<file path="src/rtl/riscv_pkg.sv">
// riscv_pkg: shared address width, NOP encoding, fetch-buffer entry and fetch FSM state.
package riscv_pkg;
   localparam int          ALEN = 32;
   localparam logic [31:0] NOP  = 32'h0000_0013;

   typedef struct packed {
      logic [ALEN-1:0] pc;
      logic [31:0]     instr;
      logic            exc;
   } fetch_entry_t;

   typedef enum logic {RUN, HALT} fetch_state_e;
endpackage

</file>
<file path="src/rtl/fetch_buffer.sv">
// fetch_buffer: synchronous FIFO of fetch entries with flush, and push+pop in the same cycle when full.
module fetch_buffer
   import riscv_pkg::*;
#(
   parameter int DEPTH = 2
) (
   input  logic                     clk,
   input  logic                     rst,
   input  logic                     flush_i,
   input  logic                     push_i,
   input  logic                     pop_i,
   input  fetch_entry_t             din_i,
   output fetch_entry_t             dout_o,
   output logic [$clog2(DEPTH):0]   count_o,
   output logic                     full_o,
   output logic                     empty_o
);
   localparam int AW = $clog2(DEPTH);

   fetch_entry_t   mem_q [DEPTH];
   logic [AW-1:0]  rd_q, wr_q;
   logic [AW:0]    cnt_q;
   logic           do_pop, do_push;

   assign full_o  = cnt_q == (AW+1)'(DEPTH);
   assign empty_o = cnt_q == '0;
   assign count_o = cnt_q;
   assign dout_o  = mem_q[rd_q];
   assign do_pop  = pop_i & ~empty_o & ~flush_i;
   assign do_push = push_i & (flush_i | ~full_o | do_pop);

   always_ff @(posedge clk or negedge rst) begin
      if (!rst) begin
         rd_q  <= '0;
         wr_q  <= '0;
         cnt_q <= '0;
      end else if (flush_i) begin
         // A push alongside a flush lands in slot 0 of the freshly emptied buffer.
         rd_q  <= '0;
         wr_q  <= AW'(push_i);
         cnt_q <= (AW+1)'(push_i);
      end else begin
         rd_q  <= rd_q + AW'(do_pop);
         wr_q  <= wr_q + AW'(do_push);
         cnt_q <= cnt_q + (AW+1)'(do_push) - (AW+1)'(do_pop);
      end
   end

   always_ff @(posedge clk) begin
      if (do_push) mem_q[flush_i ? '0 : wr_q] <= din_i;
   end
endmodule

</file>
<file path="src/rtl/instruction_fetch_unit.sv">
// instruction_fetch_unit: PC owner and fetch-buffer front end toward decode.
// Optional FETCH_MISALIGN_TRAP_EN: misaligned redirect pushes a trap marker entry and halts fetching.
module instruction_fetch_unit
   import riscv_pkg::*;
#(
   parameter logic [ALEN-1:0] RESET_PC  = '0,
   parameter int              BUF_DEPTH = 2
) (
   input  logic            clk,
   input  logic            rst,
   input  logic            fetch_en,
   input  logic            redirect_valid,
   input  logic [ALEN-1:0] redirect_pc,
   output logic            imem_en,
   output logic [ALEN-1:0] imem_addr,
   input  logic [31:0]     imem_instr,
   output logic            if_valid,
   input  logic            if_ready,
   output logic [ALEN-1:0] if_pc,
   output logic [31:0]     if_instr,
   output logic            if_exc
);
   logic [ALEN-1:0]              pc_q, pc_d;
   fetch_entry_t                 head, hold_q, out, push_entry;
   logic [$clog2(BUF_DEPTH):0]   count;
   logic                         full, empty, pop, space, push, may_fetch;

   assign if_valid  = ~empty;
   assign pop       = if_valid & if_ready & ~redirect_valid;
   assign space     = (count < ($clog2(BUF_DEPTH)+1)'(BUF_DEPTH)) | (full & if_valid & if_ready);
   assign imem_en   = rst & may_fetch & fetch_en & space & ~redirect_valid;
   assign imem_addr = pc_q;
   assign pc_d      = redirect_valid ? (redirect_pc & ~ALEN'(3)) : imem_en ? pc_q + ALEN'(4) : pc_q;

`ifdef FETCH_MISALIGN_TRAP_EN
   fetch_state_e state_q, state_d;
   logic         trap;
   assign trap       = redirect_valid & |redirect_pc[1:0];
   assign may_fetch  = state_q == RUN;
   assign push       = imem_en | trap;
   assign push_entry = trap ? '{pc: redirect_pc, instr: NOP, exc: 1'b1} : '{pc: pc_q, instr: imem_instr, exc: 1'b0};

   always_ff @(posedge clk or negedge rst) begin
      if (!rst) state_q <= RUN;
      else      state_q <= state_d;
   end

   always_comb begin
      state_d = state_q;
      if (redirect_valid) state_d = trap ? HALT : RUN;
   end
`else
   assign may_fetch  = 1'b1;
   assign push       = imem_en;
   assign push_entry = '{pc: pc_q, instr: imem_instr, exc: 1'b0};
`endif

   fetch_buffer #(.DEPTH(BUF_DEPTH)) u_buf (
      .clk     (clk),
      .rst     (rst),
      .flush_i (redirect_valid),
      .push_i  (push),
      .pop_i   (pop),
      .din_i   (push_entry),
      .dout_o  (head),
      .count_o (count),
      .full_o  (full),
      .empty_o (empty)
   );

   // Decode sees the last presented entry while the buffer is empty.
   assign out      = if_valid ? head : hold_q;
   assign if_pc    = out.pc;
   assign if_instr = out.instr;
   assign if_exc   = out.exc;

   always_ff @(posedge clk or negedge rst) begin
      if (!rst) begin
         pc_q   <= RESET_PC;
         hold_q <= '0;
      end else begin
         pc_q   <= pc_d;
         if (if_valid) hold_q <= head;
      end
   end
endmodule

</file>
<file path="config.mk">
export PLATFORM = sky130hd
export DESIGN_NAME = instruction_fetch_unit
export DESIGN_NICKNAME = d
export VERILOG_FILES = /design/src/rtl/riscv_pkg.sv /design/src/rtl/fetch_buffer.sv /design/src/rtl/instruction_fetch_unit.sv
export SDC_FILE = /design/constraint.sdc
export NUM_CORES = 1
export LEC_CHECK = 0
export CORE_UTILIZATION = 40
export CTS_CLUSTER_SIZE = 8
export DETAILED_ROUTE_END_ITERATION = 16
export MAX_ROUTING_LAYER = met4
export PLACE_DENSITY = 0.65
export SYNTH_ARGS = -nofsm -noshare
export SYNTH_HDL_FRONTEND = slang
export SYNTH_SLANG_ARGS = --single-unit
</file>
<file path="constraint.sdc">
create_clock -name clk -period 5.92 [get_ports clk]
set_clock_uncertainty 0.2 [all_clocks]
set_input_delay 0.592 -clock clk [delete_from_list [all_inputs] [get_ports clk]]
set_output_delay 0.592 -clock clk [all_outputs]
set_load 0.1 [all_outputs]
</file>
== Word level (Yosys, flattened, before mapping) ==
Memory sizes are Yosys's and may differ from the RTL's.
Index checks and enable logic that the tools add are counted.

* Bits of input ports: 69
* Bits in writable memories: 128
* Memories: 1
* Bits in registers: 101

* Equality and inequality tests: 1
* Reduce and logical (&&, ||, !) cells: 2
* Muxes and demuxes: 9
* Bitwise logic cells: 16
* Magnitude comparators: 1
* Add/sub/neg operators: 5

{| class="wikitable"
|+ Memories
! name !! words !! bits a word !! rd ports !! clocked after memory_dff !! write ports !! RTL line !! text
|-
| u_buf.mem_q || 2 || 64 || 1 || 0 || 1 || fetch_buffer.sv:20 || <nowiki>fetch_entry_t mem_q [DEPTH];</nowiki>
|}

{| class="wikitable"
|+ Operators with widths
! operator !! number
|-
| two-way mux 65 bit || 1
|-
| two-way mux 32 bit || 2
|-
| adder 32 x 3 -> 32 bit (second input constant) || 1
|-
| bitwise AND 1 bit || 10
|-
| two-way mux 1 bit || 5
|-
| NOT 1 bit || 3
|-
| OR 1 bit || 3
|-
| adder 1 bit || 2
|-
| adder 2 x 1 -> 2 bit || 1
|-
| equality test 2 bit (second input constant) || 1
|-
| logical NOT 2 bit || 1
|-
| less-than comparator 2 bit (second input constant) || 1
|-
| two-way mux 2 bit || 1
|-
| nonzero test 2 bit || 1
|-
| subtractor 2 x 1 -> 2 bit || 1
|}

== Logic depth before layout (Yosys ltp) ==
Gate-level depths: netlist of the first run.

* Depth after elaboration: 11
* Gate-level depth with buffers: 10
* Depth with buffers taken out: 9

== Modules after synthesis ==
A second synthesis of the first run with hierarchy kept.

* Cells, all modules: 593
* Area total of the unflattened synthesis: 9,250.1 um2

{| class="wikitable"
|+ By module, submodules not included
! module !! cells each !! area an instance (um2) !! instances
|-
| fetch_buffer || 232 || 4,961.0 || 1
|-
| instruction_fetch_unit || 361 || 4,289.1 || 1
|}

== Worst setup path before layout of the first run ==
Ideal clock, no wire load.

* Path type: input to register
* Start: input port rst
* End: memory u_buf.mem_q[0][0] in the netlist's numbering (enable)
* Path buffers: 1
* Data required time: 5.161 ns
* Library setup time: 0.559 ns
* Stages on the path: 4
* Data arrival time: 5.329 ns
* Slack: -0.168 ns
* Cell sequence: and2_1 > o21ai_0 > buf_2 > nor3_1

* Cells in the longest elaborated chain, start to end: 6

{| class="wikitable"
|+ Ends and longest elaborated chain
! what !! RTL line !! text
|-
| start, declared || instruction_fetch_unit.sv:10 || <nowiki>input logic rst,</nowiki>
|-
| bitwise AND 1 bit (3 in a row) || instruction_fetch_unit.sv:31 || <nowiki>assign imem_en = rst & may_fetch & fetch_en & space & ~redirect_valid;</nowiki>
|-
| bitwise AND 1 bit || fetch_buffer.sv:30 || <nowiki>assign do_push = push_i & (flush_i | ~full_o | do_pop);</nowiki>
|-
| two-way mux 1 bit (2 in a row) || fetch_buffer.sv:50 || <nowiki>if (do_push) mem_q[flush_i ? '0 : wr_q] <= din_i;</nowiki>
|-
| end, declared || fetch_buffer.sv:20 ||
|}

No other way between the ends.

== Worst setup path after layout of the first run ==
* Start: register u_buf.cnt_q[1] (netlist: u_buf.count_o[1])
* End: output port if_pc[11]

* Cells in the longest elaborated chain, start to end: 2

{| class="wikitable"
|+ Ends and longest elaborated chain
! what !! RTL line !! text
|-
| start, declared || fetch_buffer.sv:22 || <nowiki>logic [AW:0] cnt_q;</nowiki>
|-
| start signal, assigned || fetch_buffer.sv:41 || <nowiki>cnt_q <= (AW+1)'(push_i);</nowiki>
|-
| start signal, assigned || fetch_buffer.sv:45 || <nowiki>cnt_q <= cnt_q + (AW+1)'(do_push) - (AW+1)'(do_pop);</nowiki>
|-
| logical NOT 2 bit || fetch_buffer.sv:26 || <nowiki>assign empty_o = cnt_q == '0;</nowiki>
|-
| two-way mux 65 bit || instruction_fetch_unit.sv:72 || <nowiki>assign out = if_valid ? head : hold_q;</nowiki>
|-
| end, declared || instruction_fetch_unit.sv:19 || <nowiki>output logic [ALEN-1:0] if_pc,</nowiki>
|}

No other way between the ends.

==> impl_metrics.py, run 1 <==
metrics = {
    "timing": {
        "hold_viol_final": 0,
        "fin_crit_sh": 0.744,
        "drv_slew": 0,
        "rsz0062_at_grt": "no",
        "fmax_mhz": 227,
        "setup_viol": 0,
        "tns_ns": 0,
        "post-route-worst-setup-slack_ns": 1.51,
        "whs_ns": 0.274,
        "slew_headroom": 0.211,
        "period_needed_ns": 4.41,
        "worst_pin_slew_ns": 1.18,
    },
    "detailed_routing": {
        "vias_per_cell": 5.18,
        "via_count": 5715,
        "post_drt_wl_per_cell_um": 17.4,
        "drc": 0,
        "routed_wl_um": 19300,
        "drt-initial-drc-count": 246,
        "drt_first_pass_iters": 4,
        "ant_nets": 0,
    },
    "floorplanning": {
        "die_h_um": 150,
        "initial_utilization": 0.411,
        "ios": 168,
        "row_count": 53,
        "dieArea_mm2": 0.0224,
        "fp.dieW_um": 150,
        "core_mm2": 0.0212,
    },
    "global_route": {
        "grt_pass1_wl_um": 30800,
        "grt_pass1_vias": 5977,
        "grt_start_max_net_pins": 85,
        "gr-total-overflow": 0,
        "track_usage": 0.180,
        "antenna_found_initial": 0,
    },
    "run_status": {
        "run_status": "complete, no violations",
    },
    "cts": {
        "clockBufferDepth": 3,
        "h-tree-depth": 1,
        "cts_buffers": 31,
        "cts_resized": 0,
        "clk_latency_ns": 0.52,
        "postCtsSetupRepairBufs": 0,
        "clockRootBuffer": "clkbuf_16",
        "clock_sinks": 223,
        "cts_tree": "yes",
        "path_clk_slew_ns": 0.05,
    },
    "layout": {
        "final_cell_area_mm2": 0.0115,
        "drive_gt1_frac": 0.0567,
        "antenna_cells": 0,
        "fin_util": 0.542,
        "nets": 879,
        "synthToLayoutAreaGrowth_pct": 31.8,
        "fillers": 1766,
        "layout.cells.non_filler": 1104,
    },
    "critical_path": {
        "critPathLaunch": "u_buf.count_o[1]$_DFF_PN0_",
        "reg2reg_from": "u_buf.count_o[1]$_DFF_PN0_",
        "critPathBufInv": 2,
        "start_kind": "flip-flop",
        "path_depth": 5,
        "arrival_ns": 3.61,
        "crit_path_end_kind": "output pin",
        "path_class": "flip-flop to output pin",
        "reg2reg_slack_ns": 2.90,
        "worst_path_largest_cell_delay_ns": 1.22,
        "path_max_fanout": 84,
        "endpoint": "if_pc[11]",
        "crit_family": "buffers and inverters",
        "ff2ff_path_depth": 10,
        "cp_data_required_time_ns": 5.13,
        "crit_chain": "nor2_4 -> buf_12 -> nand2_1 -> o21ai_0 -> clkdlybuf4s50_1",
        "reg2reg_to": "u_buf.count_o[1]$_DFF_PN0_",
        "slowest_stage": "clkdlybuf4s50_1",
    },
    "synth": {
        "synthesis.instances": 640,
        "yosysWarnings": 0,
        "netlist_area_mm2": 0.00873,
        "ys_seq_area_frac": 0.710,
        "synth.area.top_cells": "edfxtp_1, dfrtp_1, mux2i_1",
        "syn_avg_cell_area_um2": 13.6,
        "netlist.area_leader.share": 0.427,
        "synth_flop_cell": "edfxtp_1",
        "synth_seq_cells": 223,
        "synth-async-reset-ratio": 0.444,
        "synth.distinct_cells": 42,
        "synth-edff-count": 124,
        "yosys.area.top_type": "edfxtp_1",
    },
    "placed_design": {
        "dp_hpwl_um": 12100,
        "placed_cell_area_mm2": 0.0106,
        "gp_congestion": 0.809,
        "preCtsSetupSlack_ns": 2.04,
        "portBuffers": 163,
        "dp_cells": 1048,
    },
    "pwr": {
        "power_density_mw_per_mm2": 555,
        "ir_worst_vdd_mv": 0.256,
        "leakage_nw": 4.18,
        "p_total_mw": 6.38,
    },
    "flow_run": {
        "cap_violations": 0,
    },
    "worst_hold_path": {
        "min_path_type": "flip-flop to flip-flop",
    },
}
flip-flops by register name, indices dropped and copies added (netlist names):
register and flops:
u_buf.mem_q 124, hold_q 65, imem_addr 30, u_buf.count_o 2
u_buf.rd_q 1, u_buf.wr_q 1
cell usage in the layout (no fill, tap or decap), types with 4 or more instances in the layout:
cell type	netlist	final
a31oi_1	16	16
and2_1	5	4
and3_1	4	4
and4_1	5	5
buf_4	2	5
clkbuf_1	22	24
clkbuf_16	0	31
clkdlybuf4s50_1	0	162
dfrtp_1	99	98
edfxtp_1	124	124
inv_1	6	6
mux2i_1	63	63
nand2_1	89	89
nand3_1	15	15
nand4_1	7	7
nor2_1	26	25
o21ai_0	73	73
o31ai_1	13	13
or4_1	14	14
xnor2_1	6	6
xor2_1	4	4
repair_timing:
item | CTS | global route
endpoints found under the hold margin | 46 | 0
endpoints found under the setup margin | 0 | 0
hold buffers | 1 | 0
worst register-to-register path, cell delays in order, from the launching register on:
cell and delay (ns):
dfrtp_1 0.48, nor2_4 0.75, buf_12 0.38, inv_1 0.18, nand2_1 0.12, nor2_1 0.05, ha_1 0.28, inv_1 0.04
ha_1 0.20, xnor2_1 0.17, nor2_1 0.05
worst min path at each step:
stage | from | to | slack (ns) | cells past startpoint
floorplan | rst | hold_q[0]$_DFF_PN0_ | 0.1 | 0
global placement | hold_q[0]$_DFF_PN0_ | hold_q[0]$_DFF_PN0_ | 0.26 | 1
detailed placement | hold_q[33]$_DFF_PN0_ | hold_q[33]$_DFF_PN0_ | 0.27 | 1
CTS | hold_q[33]$_DFF_PN0_ | hold_q[33]$_DFF_PN0_ | 0.28 | 1
global route | hold_q[0]$_DFF_PN0_ | hold_q[0]$_DFF_PN0_ | 0.29 | 1
finish | hold_q[33]$_DFF_PN0_ | hold_q[33]$_DFF_PN0_ | 0.27 | 1
kinds of logic after synthesis:
family | count (synthesis) | share of synthesized area
flops | 223 | 0.710
simple gates | 179 | 0.0989
compound gates | 117 | 0.0826
mux | 63 | 0.0722
buf+inv | 44 | 0.0212
xor+xnor | 10 | 0.0100
fa+ha+maj | 3 | 0.00430
other cells | 1 | 0.000430
synth_stat cells (4+ instances only):
master / number
and2_1: 5
buf_1: 7
xnor2_1: 6
xor2_1: 4
edfxtp_1: 124
or4_1: 14
nand4_1: 7
buf_2: 4
nor2_1: 26
dfrtp_1: 99
o21ai_0: 73
inv_1: 6
a31oi_1: 16
nand2_1: 89
and4_1: 5
mux2i_1: 63
o31ai_1: 13
clkbuf_1: 22
and3_1: 4
nand3_1: 15
where the power goes:
part	total [mW]	switching, mW	leakage (nW)	internal, mW
Clock	1.56	0.590	0.410	0.968
Sequential	2.04	0.136	2.34	1.90
Combinational	2.78	2.22	1.44	0.567
final cells by class:
type,count,area (um2),share of cell area
sequential,223,6200,0.539
multi-input combinational,374,2370,0.206
timing repair buffer,169,1690,0.147
clock buffer,55,866,0.0753
tap,275,344,0.0299
inverter,8,30.0,0.00261
layer usage:
metal  GRT usage  wire length (um)  vias up
met4      0.0611               439        0
li1            -                 -     2711
met1       0.227              8610     2770
met2       0.293              9150      193
met5           -                 0        -
met3      0.0311              1060       41
Power figures use the tool's default switching activity.
==> run 2: changes to the inputs <==
==> constraint.sdc (replaced) <==
create_clock -name clk -period 3.67 [get_ports clk]
set_clock_uncertainty 0.2 [all_clocks]
set_input_delay 0.367 -clock clk [delete_from_list [all_inputs] [get_ports clk]]
set_output_delay 0.367 -clock clk [all_outputs]
set_load 0.1 [all_outputs]
==> run 2 against run 1 <==
Against the previous run:
- global-route usage barely moved
- largest power group unchanged
- design area fell by 0.70%
- register-to-register slack got worse by 1.8 ns
- routed wire length rose by 2.0%
- cell count rose by 0.63%
==> impl_metrics.py, run 2 (synthesis results as in run 1) <==
metrics = {
    "flow_run": {
        "cap_violations": 0,
    },
    "timing": {
        "hold_viol_final": 0,
        "worst_pin_slew_ns": 1.03,
        "tns_ns": 0,
        "slew_headroom": 0.308,
        "fin_crit_sh": 0.794,
        "fmax_mhz": 343,
        "drv_slew": 0,
        "setup_viol": 0,
        "period_needed_ns": 2.91,
        "rsz0062_at_grt": "no",
    },
    "worst_hold_path": {
        "worstHoldStart": "redirect_pc[30]",
        "min_to": "imem_addr[30]$_DFFE_PN0N_",
        "hold_depth": 3,
        "min_path_type": "input pin to flip-flop",
    },
    "layout": {
        "synthToLayoutAreaGrowth_pct": 30.8,
        "fillers": 1792,
        "antenna_cells": 0,
        "layout_commonest_cell": "edfxtp_1",
        "nets": 883,
        "largest_reg_flops": 124,
        "drive_gt1_frac": 0.142,
        "final_cell_mix": "edfxtp_1, dfrtp_1, clkdlybuf4s50_1, nand2_1, buf_4",
        "regMostFlops": "u_buf.mem_q",
    },
    "pwr": {
        "ir_worst_vdd_mv": 0.392,
        "switchingPower_mw": 4.80,
        "power_density_mw_per_mm2": 898,
        "pwr-share-seq": 0.318,
        "p_total_mw": 10.3,
        "p_int_mw": 5.46,
        "leakage_nw": 4.30,
        "p_sw_frac": 0.468,
        "comb_power_share": 0.434,
        "pwr-share-clk": 0.248,
    },
    "critical_path": {
        "reg2reg_from": "u_buf.count_o[0]$_DFF_PN0_",
        "crit_chain": "nor2_4 -> inv_1 -> clkdlybuf4s50_1",
        "cp_data_required_time_ns": 3.10,
        "reg2reg_slack_ns": 1.15,
        "ff2ff_path_depth": 5,
        "path_max_fanout": 6,
        "path_class": "flip-flop to output pin",
        "crit_path_end_kind": "output pin",
        "worst_path_largest_cell_delay_ns": 1.14,
        "arrival_ns": 2.35,
        "slowest_stage": "clkdlybuf4s50_1",
        "start_kind": "flip-flop",
        "critPathLaunch": "u_buf.count_o[1]$_DFF_PN0_",
        "reg2reg_to": "u_buf.mem_q[1][2]$_DFFE_PP_",
    },
    "global_route": {
        "grt_start_max_net_pins": 128,
        "track_usage": 0.180,
        "grt_pass1_vias": 5966,
        "grt_pass1_wl_um": 30600,
        "gr-total-overflow": 0,
        "antenna_found_initial": 0,
    },
    "cts": {
        "clock_sinks": 223,
        "clockBufferDepth": 3,
        "cts_buffers": 31,
        "cts_resized": 0,
        "h-tree-depth": 1,
        "clockRootBuffer": "clkbuf_16",
        "cts_tree": "yes",
        "path_clk_slew_ns": 0.05,
        "clk_latency_ns": 0.53,
    },
    "placed_design": {
        "dp_hpwl_um": 12400,
        "portBuffers": 163,
        "gp_congestion": 0.816,
    },
    "floorplanning": {
        "core_mm2": 0.0212,
        "initial_utilization": 0.411,
        "row_count": 53,
        "ios": 168,
        "dieArea_mm2": 0.0224,
        "die_h_um": 150,
        "fp.dieW_um": 150,
    },
    "detailed_routing": {
        "ant_nets": 0,
        "post_drt_wl_per_cell_um": 17.7,
        "drc": 0,
        "drt-initial-drc-count": 239,
        "routed_wl_um": 19700,
        "via_count": 5755,
        "vias_per_cell": 5.18,
        "drt_first_pass_iters": 4,
    },
    "run_status": {
        "run_status": "complete, no violations",
    },
}
run 2: changes by cell type in the layout (fill, tap and decap cells not counted), sizes merged:
cell,change
clkbuf,+2
clkdlybuf4s50,-66
inv,+1
buf,+70
run 2: layer usage:
layer,up-vias,global-route usage,share of wire
met5,-,-,0
met4,0,0.0601,0.020
met3,34,0.0323,0.068
met2,204,0.293,0.47
met1,2792,0.228,0.44
li1,2725,-,-
run 2: layout make-up:
type                            count  area [um2]  share of cell area
Clock buffer                       57         873              0.0765
Clock inverter                      1        8.76            0.000767
Inverter                            8        30.0             0.00263
Multi-Input combinational cell    374        2370               0.207
Sequential cell                   223        6200               0.543
Tap cell                          275         344              0.0301
Timing Repair Buffer              173        1590               0.139
run 2: worst max-delay path: cells and delay by family (launching register included):
family,cells,cell delay [ns]
buf+inv,2,1.23
flops,1,0.50
simple gates,1,0.09
run 2: timing repair:
action,CTS,global route
endpoints found under the hold margin,39,0
setup buffers,0,0
hold buffers,1,0
run 2: how the worst max path moves through the flow:
stage | endpoint | slack [ns] | depth (start not counted)
after detailed placement | u_buf.mem_q[1][8]$_DFFE_PP_ | 0.72 | 6
after global routing | if_instr[1] | 0.59 | 4
after CTS | if_valid | 0.72 | 3
after global placement | u_buf.mem_q[1][10]$_DFFE_PP_ | 0.70 | 6
after floorplan | if_instr[0] | 0.07 | 4
final | if_valid | 0.76 | 3
run 2: power by group through the flow:
stage,clock network [mW],registers (mW),logic (mW)
after floorplan,0,3.47,3.31
after global placement,0,3.29,4.43
after detailed placement,0,3.31,4.47
after CTS,2.62,3.27,4.48
after global routing,2.72,3.31,4.61
final,2.55,3.26,4.45
run 2: metrics by stage:
step	utilization	setup slack, ns	cell area [um2]	std cells	hold slack [ns]
after floorplan	-	0.0748	8750	641	-0.129
after global placement	0.496	0.702	10500	1052	0.266
after detailed placement	0.496	0.717	10500	1052	0.273
after CTS	0.538	0.719	11400	1111	0.181
after global routing	0.538	0.590	11400	1111	0.203
final	0.538	0.755	11400	1111	0.204
